**config.mk**
```make
export PLATFORM = sky130hd
export DESIGN_NAME = demux_seq
export DESIGN_NICKNAME = d
export VERILOG_FILES = /design/src/rtl/demux_pkg.sv /design/src/rtl/demux_dec.sv /design/src/rtl/demux_seq.sv
export SDC_FILE = /design/constraint.sdc
export NUM_CORES = 1
export LEC_CHECK = 0
export ABC_CLOCK_PERIOD_IN_PS = 3660
export CAP_MARGIN = 20
export CORE_MARGIN = 1.5
export CORE_UTILIZATION = 45
export DETAILED_ROUTE_END_ITERATION = 6
export GPL_TIMING_DRIVEN = 0
export PLACE_DENSITY_LB_ADDON = 0.2
export SKIP_LAST_GASP = 1
export SYNTH_ARGS = -nofsm -noshare
export SYNTH_HDL_FRONTEND = slang
export SYNTH_HIERARCHICAL = 1
export SYNTH_SLANG_ARGS = --single-unit
```
**constraint.sdc**
```tcl
create_clock -name clk -period 3.66 [get_ports clk]
set_clock_uncertainty 0.1 [all_clocks]
set_input_delay 1.098 -clock clk [delete_from_list [all_inputs] [get_ports clk]]
set_output_delay 1.098 -clock clk [all_outputs]
set_load 0.02 [all_outputs]
```
**src/rtl/demux_pkg.sv**
```systemverilog
// Shared types and sizing for the registered 1-to-N lane demultiplexer.
package demux_pkg;

    localparam int W  = 5;
    localparam int N  = 10;
    localparam int SW = 4;

    typedef enum logic {FILL, DONE} demux_state_t;
    typedef logic [W-1:0] lane_t;

    // Auto-mode lane pointer advance; wraps after the last lane.
    function automatic logic [SW-1:0] ptr_next(input logic [SW-1:0] p);
        return (p == SW'(N - 1)) ? '0 : p + 1'b1;
    endfunction

endpackage

```
**src/rtl/demux_dec.sv**
```systemverilog
// Select-to-lane one-hot decoder; in_range is low when sel has no matching lane.
module demux_dec
    import demux_pkg::*;
(
    input  logic [SW-1:0] sel,
    output logic [N-1:0]  onehot,
    output logic          in_range
);

    always_comb begin
        onehot   = '0;
        in_range = (int'(sel) < N);
        for (int k = 0; k < N; k++) begin
            if (sel == SW'(k)) onehot[k] = 1'b1;
        end
    end

endmodule

```
**src/rtl/demux_seq.sv**
```systemverilog
// Registered 1-to-N demultiplexer that assembles an N-lane frame from single-word beats.
// state | meaning
// FILL  | accepting beats, lanes filling
// DONE  | frame complete for one cycle; beats refused, lane_valid/ptr restart next cycle
module demux_seq
    import demux_pkg::*;
(
    input  logic            clk,
    input  logic            rst,
    input  logic            clr,
    input  logic            auto_mode,
    input  logic [SW-1:0]   S,
    input  logic            in_valid,
    output logic            in_ready,
    input  logic [W-1:0]    D,
    output logic [N*W-1:0]  Q,
    output logic [N-1:0]    lane_valid,
    output logic            frame_done,
    output logic            err_sel
);

    demux_state_t  state, state_nxt;
    logic [SW-1:0] ptr, ptr_nxt;
    logic [N-1:0]  lv_nxt;
    logic [N-1:0]  sel_oh;
    logic [N-1:0]  wr_en;
    logic [SW-1:0] idx;
    logic          sel_ok;
    logic          accept;
    logic          err_nxt;

    assign in_ready   = (state == FILL) & ~clr;
    assign accept     = in_valid & in_ready;
    assign idx        = auto_mode ? ptr : S;
    assign frame_done = (state == DONE);

    demux_dec u_dec (
        .sel      (idx),
        .onehot   (sel_oh),
        .in_range (sel_ok)
    );

    // An out-of-range select decodes to all zeros, so the word is simply dropped.
    assign wr_en = accept ? sel_oh : '0;

    always_comb begin
        state_nxt = state;
        ptr_nxt   = ptr;
        lv_nxt    = lane_valid;
        err_nxt   = 1'b0;
        if (clr) begin
            state_nxt = FILL;
            ptr_nxt   = '0;
            lv_nxt    = '0;
        end else if (state == DONE) begin
            state_nxt = FILL;
            ptr_nxt   = '0;
            lv_nxt    = '0;
        end else if (accept) begin
            lv_nxt  = lane_valid | wr_en;
            err_nxt = ~sel_ok;
            if (auto_mode) ptr_nxt = ptr_next(ptr);
            if (&lv_nxt) state_nxt = DONE;
        end
    end

    always_ff @(posedge clk) begin
        if (rst) begin
            state      <= FILL;
            ptr        <= '0;
            lane_valid <= '0;
            err_sel    <= 1'b0;
            Q          <= '0;
        end else begin
            state      <= state_nxt;
            ptr        <= ptr_nxt;
            lane_valid <= lv_nxt;
            err_sel    <= err_nxt;
            for (int k = 0; k < N; k++) begin
                if (wr_en[k]) Q[k*W +: W] <= D;
            end
        end
    end

endmodule

```
---- Word-level counts from Yosys, hierarchy flattened ----
Index checks and enable logic that the tools add are counted.
word-level totals
  output and inout bits ................... 63
  register bits ........................... 66
  word-level logic and storage cells ...... 52
  input bits .............................. 14
cells by class
  bitwise logic cells ..................... 7
  reductions and logical operators ........ 5
  muxes and demuxes ....................... 14
  equality and inequality tests ........... 10
  $add $sub $neg .......................... 1
  order comparisons ....................... 1
operators with widths
  operator                                            number
  == test 4 x 3 -> 1 bit (second input constant)      4
  == test 4 bit (second input constant)               3
  two-way mux 1 bit                                   11
  two-way mux 10 bit                                  1
  bitwise OR 10 bit                                   1
  AND reduction 10 bit                                1
  == test 4 x 2 -> 1 bit (second input constant)      2
  two-way mux 4 bit                                   2
  adder 4 x 1 -> 4 bit (second input constant)        1
  == test 4 x 1 -> 1 bit (second input constant)      1
  zero test 4 bit                                     1
  less-than comparator 4 bit (second input constant)  1
  inverter 1 bit                                      4
  OR reduction 4 bit                                  1
  OR reduction 3 bit                                  1
  AND 1 bit                                           2
  AND reduction 2 bit                                 1

---- Logic depth before layout (Yosys ltp) ----
  word-level depth ........................ 7
  gate-level depth with buffers ........... 9
  depth with buffers taken out ............ 6

---- Modules after synthesis ----
The synthesis kept the hierarchy.
modules (own cells, without submodules)
  module     area an instance (µm²)  instances  cells an instance
  demux_seq  2539.9                  1          258
  demux_dec  153.9                   1          15

---- Worst setup path after synthesis ----
OpenSTA, ideal clock, no wires.
  path kind ............................... in2reg
  from .................................... in auto_mode
  to ...................................... reg state (netlist: frame_done)
  arrival ................................. 2.969 ns
  required time ........................... 3.472 ns
  stages .................................. 7
  setup time .............................. 0.088 ns
  path buffers ............................ 2
  setup slack ............................. 0.503 ns
  path through ............................ clkbuf_1 -> mux2_2 -> buf_4 -> nor4_1 -> o22ai_1 -> or4_4 -> nor4_2
between the ends
  cells in the longest elaborated chain, start to end .. 7
RTL lines
  item                    line             RTL
  start: declaration      demux_seq.sv:11  input logic auto_mode,
  two-way mux 4 bit       demux_seq.sv:34  assign idx = auto_mode ? ptr : S;
  named net idx[3]        demux_seq.sv:27  logic [SW-1:0] idx;
  zero test 4 bit         demux_dec.sv:14  if (sel == SW'(k)) onehot[k] = 1'b1;
  two-way mux 1 bit       demux_dec.sv:14
  named net sel_oh[0]     demux_seq.sv:25  logic [N-1:0] sel_oh;
  two-way mux 10 bit      demux_seq.sv:44  assign wr_en = accept ? sel_oh : '0;
  bitwise OR 10 bit       demux_seq.sv:60  lv_nxt = lane_valid | wr_en;
  AND reduction 10 bit    demux_seq.sv:63  if (&lv_nxt) state_nxt = DONE;
  two-way mux 1 bit       demux_seq.sv:63
  end signal: assignment  demux_seq.sv:75  state <= state_nxt;
  end: declaration        demux_seq.sv:22  demux_state_t state, state_nxt;
The timed path passes the listed nets, and every way through them passes these cells.
A chain may end at the register's enable or synchronous reset.

---- Final worst setup path ----
  from .................................... in clr
  to ...................................... out in_ready
between the ends
  cells in the longest elaborated chain, start to end .. 2
RTL lines
  item                line             RTL
  start: declaration  demux_seq.sv:10  input logic clr,
  inverter 1 bit      demux_seq.sv:32  assign in_ready = (state == FILL) & ~clr;
  AND 1 bit           demux_seq.sv:32
  end: declaration    demux_seq.sv:14  output logic in_ready,
Every way passes these cells.

==> results.sh <==
export IMPL_dieWidth_um=80.4
export IMPL_syn_avg_cell_area_sq_um=9.87
export IMPL_ys_seq_area_frac=0.490
export IMPL_die_h_um=80.4
export IMPL_power_density_nw_per_um2=408
export IMPL_fin_crit_sh=0.942
export IMPL_status="complete, no violations"
export IMPL_yosysWarnings=6
export IMPL_vias=2198
export IMPL_tightest_slew_ps=563
export IMPL_r2r_start="ptr[1]$_SDFFE_PP0P_"
export IMPL_cpMaxStageDelayCell="clkdlybuf4s50_1"
export IMPL_worstSetupEndpointType="output port"
export IMPL_antenna_left=0
export IMPL_crit_required_ps=2460
export IMPL_timing_rr_end="frame_done$_SDFF_PP0_"
export IMPL_hold_viol_final=0
export IMPL_min_path_type="reg -> reg"
export IMPL_route_detailed_drc=0
export IMPL_hold_depth=2
export IMPL_grt_overflow=0
export IMPL_synth_top_cell_area_share=0.490
export IMPL_ir_drop_uv=340
export IMPL_cp_num_buf_inv=3
export IMPL_min_to="Q[16]$_SDFFE_PP0P_"
export IMPL_yosysMostFrequentCell="nor2_1"
export IMPL_path_clk_slew_ps=70
export IMPL_drtIter0Drc=88
export IMPL_path_max_fanout=10
export IMPL_area_growth_syn_to_layout_pct=37.0
export IMPL_setup_ws_ps=211
export IMPL_worstSetupStartpointType="input pin"
export IMPL_rsz0062_at_grt="false"
export IMPL_gp_congestion=0.737
export IMPL_cts_root_buf="clkbuf_8"
export IMPL_reg2regPathDepth=7
export IMPL_cts_htree_levels=3
export IMPL_routed_wl_um=6400
export IMPL_syn_num_nets=287
export IMPL_period_needed_ps=3450
export IMPL_ys_types=31
export IMPL_pin_count=77
export IMPL_setup_viol=0
export IMPL_grt_max_degree=12
export IMPL_grt_usage=0.210
export IMPL_cts_resized=2
export IMPL_dieArea_sq_um=6460
export IMPL_rrSetupSlack_ps=1360
export IMPL_timing_slew_headroom=0.625
export IMPL_ys_ff_latch=66
export IMPL_synthTopCellsByArea="dfxtp_1, mux2i_1, nor2_1"
export IMPL_async_flop_share=0
export IMPL_max_freq_mhz=290
export IMPL_grt_pass1_vias=2127
export IMPL_critPathKind="in -> out"
export IMPL_path_delay_family="buffers and inverters"
export IMPL_io_buffers=69
export IMPL_core_area_sq_um=5640
export IMPL_numClockSinks=66
export IMPL_postSynthCellCount=273
export IMPL_tns_ps=0
export IMPL_synth_main_ff_cell="dfxtp_1"
export IMPL_p_leak_nw=1.27
export IMPL_cpPeakStageDelay_ps=520
export IMPL_cts_buffers=9
export IMPL_wl_per_cell_um=14.9
export IMPL_postCtsSetupBuffers=0
export IMPL_worstPathArrival_ps=2250
export IMPL_hpwl_um=4440
export IMPL_layout_nets=367
export IMPL_worst_path_stages=4
export IMPL_grt_pass1_wl_um=10200
export IMPL_antenna_found_initial=0
export IMPL_pre_cts_slack_ps=-158
export IMPL_synth_largest_area_cell="dfxtp_1"
export IMPL_total_power_mw=1.51
export IMPL_clock_latency_ps=330
export IMPL_rows=27
export IMPL_clockBufferDepth=2
export IMPL_firstDrtPassIters=4
export IMPL_drive_gt1_frac=0.132
export IMPL_path_cells="clkdlybuf4s50_1 -> clkbuf_2 -> nor2_1 -> dlygate4sd2_1"
export IMPL_synth_edf_count=0
export IMPL_viasPerCell=5.12
export IMPL_syn_cell_area_sq_um=2690
export IMPL_drv_cap=0
export IMPL_cts_tree="yes"
export IMPL_diodes=0
export IMPL_hold_start="Q[16]$_SDFFE_PP0P_"
export IMPL_slew_viol_final=0
export IMPL_n_fill_cell=471
export IMPL_start_util=0.477
export IMPL_cts_hold_buf=0
export IMPL_synthTopCellsByCount="nor2_1, dfxtp_1, mux2i_1"
## how the worst max path moves through the flow
stage | startpoint | to | slack, ps
after global placement | clr | in_ready | -150
after CTS | clr | in_ready | 200
after global routing | clr | in_ready | 150
final | clr | in_ready | 210
after detailed placement | clr | in_ready | -160
after floorplan | auto_mode | frame_done$_SDFF_PP0_ | 500
## kinds of logic (layout without fill, tap and decap cells)
logic type	count (synthesis)	in the layout	share of synthesized area
flops	66	66	0.490
mux	53	53	0.198
buf+inv	31	115	0.0502
simple gates	109	109	0.228
compound gates	13	13	0.0297
xor+xnor	1	1	0.00325
## metrics by stage
step                      utilization  hold slack [ps]  instances  instance area (sq um)
after floorplan                     -              372        273                   2690
after global placement          0.616              372        414                   3470
after detailed placement        0.616              383        414                   3470
after CTS                       0.654              403        429                   3690
after global routing            0.654              423        429                   3690
final                           0.654              397        429                   3690
## flip-flops by register name, summed over array words and instances, names as in the netlist
signal / flops
err_sel: 1
frame_done: 1
Q: 50
lane_valid: 10
ptr: 4
## cell usage in the layout (no fill, tap or decap), drive strengths merged
cell            n
buf            12
dfxtp          66
or3             2
mux2            3
inv             1
or3b            2
nor4bb          7
clkinv          3
nor2           72
nor4b           4
mux2i          50
and4b           1
o31a            1
bufinv          2
o21ai           4
nor3            2
o22ai           5
dlygate4sd2     1
o311ai          1
nor4            2
nand2b          2
xor2            1
clkbuf         28
nand2           4
nand3           2
a21oi           2
clkdlybuf4s50  68
and4bb          7
or4             1
nor2b           1
## routing by layer
metal / routed length [um] / global-route usage / vias up
li1: - / - / 1078
met1: 2920 / 0.259 / 1058
met2: 3050 / 0.339 / 55
met3: 362 / 0.0591 / 7
met4: 68 / 0.0914 / 0
met5: 0 / 0 / -
## layout make-up
type / instances / area [sq um] / share of cell area
multi-input combinational: 176 / 1240 / 0.335
timing repair buffer: 69 / 689 / 0.187
inverter: 1 / 3.75 / 0.00102
clock buffer: 10 / 138 / 0.0373
buffer: 30 / 133 / 0.0359
tap: 72 / 90.1 / 0.0244
sequential: 66 / 1320 / 0.358
clock inverter: 5 / 78.8 / 0.0214
## power breakdown
part | leakage, nW | switching [mW] | internal, mW
logic | 0.625 | 0.0604 | 0.0438
clock network | 0.112 | 0.275 | 0.397
registers | 0.532 | 0.00432 | 0.725
total | 1.27 | 0.340 | 1.17
## worst min-delay path, stage by stage (launching register included)
cell and delay [ps]:
dfxtp_1 330, mux2i_1 70, nor2_1 70
Note: power is estimated with default switching activity, not from simulation.
